<file path="config.mk">
export PLATFORM = sky130hd
export DESIGN_NAME = div_sequencer
export DESIGN_NICKNAME = d
export VERILOG_FILES = /design/src/rtl/div_sequencer.sv
export SDC_FILE = /design/constraint.sdc
export NUM_CORES = 1
export LEC_CHECK = 0
export CORE_ASPECT_RATIO = 0.9
export CORE_MARGIN = 4
export CORE_UTILIZATION = 49
export DETAILED_ROUTE_END_ITERATION = 10
export PLACE_DENSITY = 0.76
export SYNTH_ARGS = -nofsm -noshare
export SYNTH_HDL_FRONTEND = slang
export SYNTH_SLANG_ARGS = --single-unit
</file>
<file path="constraint.sdc">
create_clock -name clk -period 3.5 [get_ports clk]
set_input_delay 0.35 -clock clk [delete_from_list [all_inputs] [get_ports clk]]
set_output_delay 0.35 -clock clk [all_outputs]
set_load 0.03 [all_outputs]
</file>
<file path="src/rtl/div_sequencer.sv">
// div_sequencer: FIFO-buffered request front end that drives one external iterative divider op at a time.
// Define DIV_SIGNED_EN to enable two's-complement operand handling; otherwise req_signed is ignored.
module div_sequencer #(
  parameter int WIDTH = 32,
  parameter int DEPTH = 4
) (
  input  logic             clk,
  input  logic             rst_n,
  input  logic             req_valid,
  output logic             req_ready,
  input  logic [WIDTH-1:0] req_a,
  input  logic [WIDTH-1:0] req_b,
  input  logic             req_op,
  input  logic             req_signed,
  output logic             rsp_valid,
  input  logic             rsp_ready,
  output logic [WIDTH-1:0] rsp_data,
  output logic             rsp_dbz,
  output logic             div_start,
  output logic [WIDTH-1:0] div_a,
  output logic [WIDTH-1:0] div_b,
  output logic             div_op,
  input  logic             div_end,
  input  logic [WIDTH-1:0] div_result
);
  localparam int AW = $clog2(DEPTH);
  localparam logic [1:0] IDLE = 2'd0, START = 2'd1, WAIT = 2'd2, DONE = 2'd3;
  logic [1:0] state;
  logic [WIDTH-1:0] mem_a [DEPTH];
  logic [WIDTH-1:0] mem_b [DEPTH];
  logic [DEPTH-1:0] mem_op;
  logic [AW:0] wr_ptr, rd_ptr;
  logic full, empty, push, pop;
  logic [WIDTH-1:0] head_a, head_b, mag_a, mag_b, fixed;
  logic head_op, neg_a, neg_b, dbz, ovf, sa, sb;
  assign full = (wr_ptr[AW] != rd_ptr[AW]) && (wr_ptr[AW-1:0] == rd_ptr[AW-1:0]);
  assign empty = wr_ptr == rd_ptr;
  assign req_ready = rst_n && !full;
  assign push = req_valid && req_ready;
  assign pop = (state == IDLE) && !empty;
  assign head_a = mem_a[rd_ptr[AW-1:0]];
  assign head_b = mem_b[rd_ptr[AW-1:0]];
  assign head_op = mem_op[rd_ptr[AW-1:0]];
  assign dbz = head_b == '0;
`ifdef DIV_SIGNED_EN
  logic [DEPTH-1:0] mem_sg;
  logic head_sg;
  assign head_sg = mem_sg[rd_ptr[AW-1:0]];
  assign neg_a = head_sg && head_a[WIDTH-1];
  assign neg_b = head_sg && head_b[WIDTH-1];
  assign ovf = head_sg && (head_a == {1'b1, {(WIDTH-1){1'b0}}}) && (&head_b);
  always_ff @(posedge clk)
    if (push) mem_sg[wr_ptr[AW-1:0]] <= req_signed;
`else
  logic unused;
  assign unused = req_signed;
  assign neg_a = 1'b0;
  assign neg_b = 1'b0;
  assign ovf = 1'b0;
`endif
  assign mag_a = neg_a ? -head_a : head_a;
  assign mag_b = neg_b ? -head_b : head_b;
  // quotient sign follows sign(a)^sign(b); remainder sign follows the dividend
  assign fixed = (div_op ? (sa ^ sb) : sa) ? -div_result : div_result;
  assign rsp_valid = state == DONE;
  assign div_start = state == START;
  always_ff @(posedge clk)
    if (push) begin
      mem_a[wr_ptr[AW-1:0]] <= req_a;
      mem_b[wr_ptr[AW-1:0]] <= req_b;
      mem_op[wr_ptr[AW-1:0]] <= req_op;
    end
  always_ff @(posedge clk or negedge rst_n)
    if (!rst_n) begin
      state <= IDLE;
      wr_ptr <= '0;
      rd_ptr <= '0;
      rsp_data <= '0;
      rsp_dbz <= 1'b0;
      div_a <= '0;
      div_b <= '0;
      div_op <= 1'b0;
      sa <= 1'b0;
      sb <= 1'b0;
    end else begin
      if (push) wr_ptr <= wr_ptr + 1'b1;
      if (pop) begin
        rd_ptr <= rd_ptr + 1'b1;
        div_a <= mag_a;
        div_b <= mag_b;
        div_op <= head_op;
        sa <= neg_a;
        sb <= neg_b;
        rsp_dbz <= dbz;
        rsp_data <= dbz ? (head_op ? '1 : head_a) : (head_op ? head_a : '0);
        state <= (dbz || ovf) ? DONE : START;
      end else if (state == START) state <= WAIT;
      else if (state == WAIT && div_end) begin
        rsp_data <= fixed;
        state <= DONE;
      end else if (state == DONE && rsp_ready) state <= IDLE;
    end
endmodule

</file>
==> results.cfg <==
[timing]
finalClockSkew_ps = 21.3
fin_crit_ps = 3320
hold_viol = 0
finalMaxSlewViolations = 0
clock.fmax_mhz = 302
setup_viol = 0
slew_headroom = 0.413
setup_tns_ps = 0
whs_ps = 467
post-route-period-util = 0.947
worstMarginPinSlew_ps = 880
rsz0062_at_grt = no

[run]
max-cap-violations = 0

[clock_tree]
cts_setup_buffers = 0
cts_tree = yes
ctsHtreeMaxLevel = 2
cts.sinks = 366
cts_buffer_depth = 3
root_buffer = clkbuf_16
cts_buffers = 38
path_clk_slew_ps = 60
clk_latency_ps = 520

[routing]
wl_um = 32700
vias = 8505
dr.first_iter.drc_count = 546
viasPerCell = 5.43
dr.pass1.iters = 5
drcViolationCount = 0
wl_per_cell_um = 20.9
postRouteAntennaNets = 0

[final_layout]
nets = 1250
final_common_cell = edfxtp_1
antennaDiodeCount = 0
drive_gt1_frac = 0.140
fin_cells = 1567
final_cell_mix = edfxtp_1, nand2_1, clkdlybuf4s50_1
area_delta_synth_final_pct = 27.6

[floorplanning]
die_x_um = 190
row_count = 59
start_util = 0.501
ios = 204
core-area_um2 = 29200
dieHeight_um = 172
die-area_um2 = 32600

[logic_synthesis]
postSynthCellCount = 925
synth.avg_cell_area_um2 = 15.8
netlist_area_um2 = 14600
synth_warnings = 0
yosysSeqAreaShare = 0.717
syn_nets = 1033
synth_seq_cells = 366
synth_cell_types = 32

[power_and_ir_drop]
p_leak_uw = 0.00703
power_uw = 17000
ir_worst_vdd_v = 0.000734
power_density_nw_per_um2 = 912

[global_routing]
grt_max_degree = 66
grtUsageTotal = 0.203
antenna_found_initial = 4
grt_pass1_vias = 8964
overflow = 0
grt_first_pass_wirelength_um = 51600

[worst_setup_path]
cp.required_ps = 3150
cp.arrival_ps = 2970
path_class = reg2out
crit_path_start_kind = register
cp_max_fo = 20
endpoint_kind = output pin

[status]
status = finished, final reports clean

[hold_path]
hp-class = in2reg

[placement]
placedCellCount = 1497
globalplace.congestion = 0.793
port-buffer-count = 202
dp_hpwl_um = 21000
[synth_stat cells, drive strengths merged]
library cell | instances | share of area
a211oi | 1 | 0.00051
mux2i | 64 | 0.044
nand2 | 201 | 0.052
a21o | 1 | 0.00051
nor2 | 35 | 0.0090
a21boi | 2 | 0.0010
dfrtp | 106 | 0.18
o31ai | 1 | 0.00051
clkbuf | 31 | 0.0080
and2 | 1 | 0.00043
o21ai | 1 | 0.00034
and3 | 4 | 0.0017
ha | 5 | 0.0043
nand2b | 1 | 0.00043
nor2b | 1 | 0.00043
nand4 | 2 | 0.00086
edfxtp | 260 | 0.53
xnor2 | 2 | 0.0012
mux2 | 1 | 0.00077
inv | 36 | 0.0093
a22oi | 32 | 0.016
nor3 | 1 | 0.00034
o31a | 1 | 0.00060
buf | 24 | 0.010
nor4 | 8 | 0.0034
mux4 | 65 | 0.10
or2 | 1 | 0.00043
xor2 | 5 | 0.0030
a31oi | 32 | 0.014
[repair_timing]
| action | in CTS | in global routing |
|---|---|---|
| endpoints found under the hold margin | 41 | 0 |
| hold buffers | 1 | 0 |
| resized for setup | 0 | 0 |
[power breakdown]
group | switching [µW] | leakage [µW] | internal, µW
logic | 3780 | 0.00270 | 2830
clock network | 1610 | 0.000648 | 2600
registers | 532 | 0.00368 | 5650
total | 5910 | 0.00703 | 11100
[flip-flops by register name (all words and copies together), names as in the netlist]
name and flops:
div_a 32, div_b 32, div_op 1, mem_a 128
mem_b 128, mem_op 4, rd_ptr 3, rsp_data 32
rsp_dbz 1, state 2, wr_ptr 3
[routing by layer]
metal,global-route usage,part of all wire,vias up
li1,-,-,3882
met1,0.274,0.41,4259
met2,0.339,0.48,318
met3,0.0564,0.089,38
met4,0.0409,0.012,8
met5,0,0.0015,-
[final cells by class]
type                    count  area (µm²)
fillers                  2090       10500
flip-flops and latches    366       10500
multi-input cells         468        3780
repair buffers            232        2430
clock buffers              52        1070
well taps                 396         495
clock inverters            17         249
inverters                  36         135
[worst paths after layout]
check	from	end	slack [ps]	cells past startpoint
max	rd_ptr[0]	req_ready	180	7
min	req_b[8]	mem_b[1][8]	470	1
max reg2reg	rd_ptr[0]	rsp_data[11]	530	7
min reg2reg	div_a[17]	div_a[17]	470	2
max in group asynchronous	rst_n	rsp_data[30]	1620	4
min in group asynchronous	rst_n	div_b[10]	570	3
[critical path, cell delays in order (launching register included)]
cell and delay, ps:
dfrtp_4 570, buf_12 240, buf_4 320, xor2_1 260, nor2_1 70, a21boi_0 160, buf_4 160, clkdlybuf4s50_1 680
[per-stage QoR]
stage / util / setup slack, ps / area (µm²)
floorplan: - / 177 / 14600
global placement: 0.593 / 480 / 17300
detailed placement: 0.593 / 433 / 17300
CTS: 0.639 / 115 / 18600
global route: 0.639 / 37.4 / 18600
finish: 0.639 / 184 / 18600
[logic make-up (layout without fill, tap and decap cells)]
group	count (synthesis)	after routing	synth area share
adder cells (fa/ha/maj)	5	5	0.00429
XOR/XNOR	7	7	0.00420
buffers and inverters	91	337	0.0276
multiplexers	130	130	0.145
flip-flops	366	366	0.717
AO/OA/AOI/OAI	71	71	0.0337
AND/OR/NAND/NOR	255	255	0.0687
(Power assumes the default switching activity.)
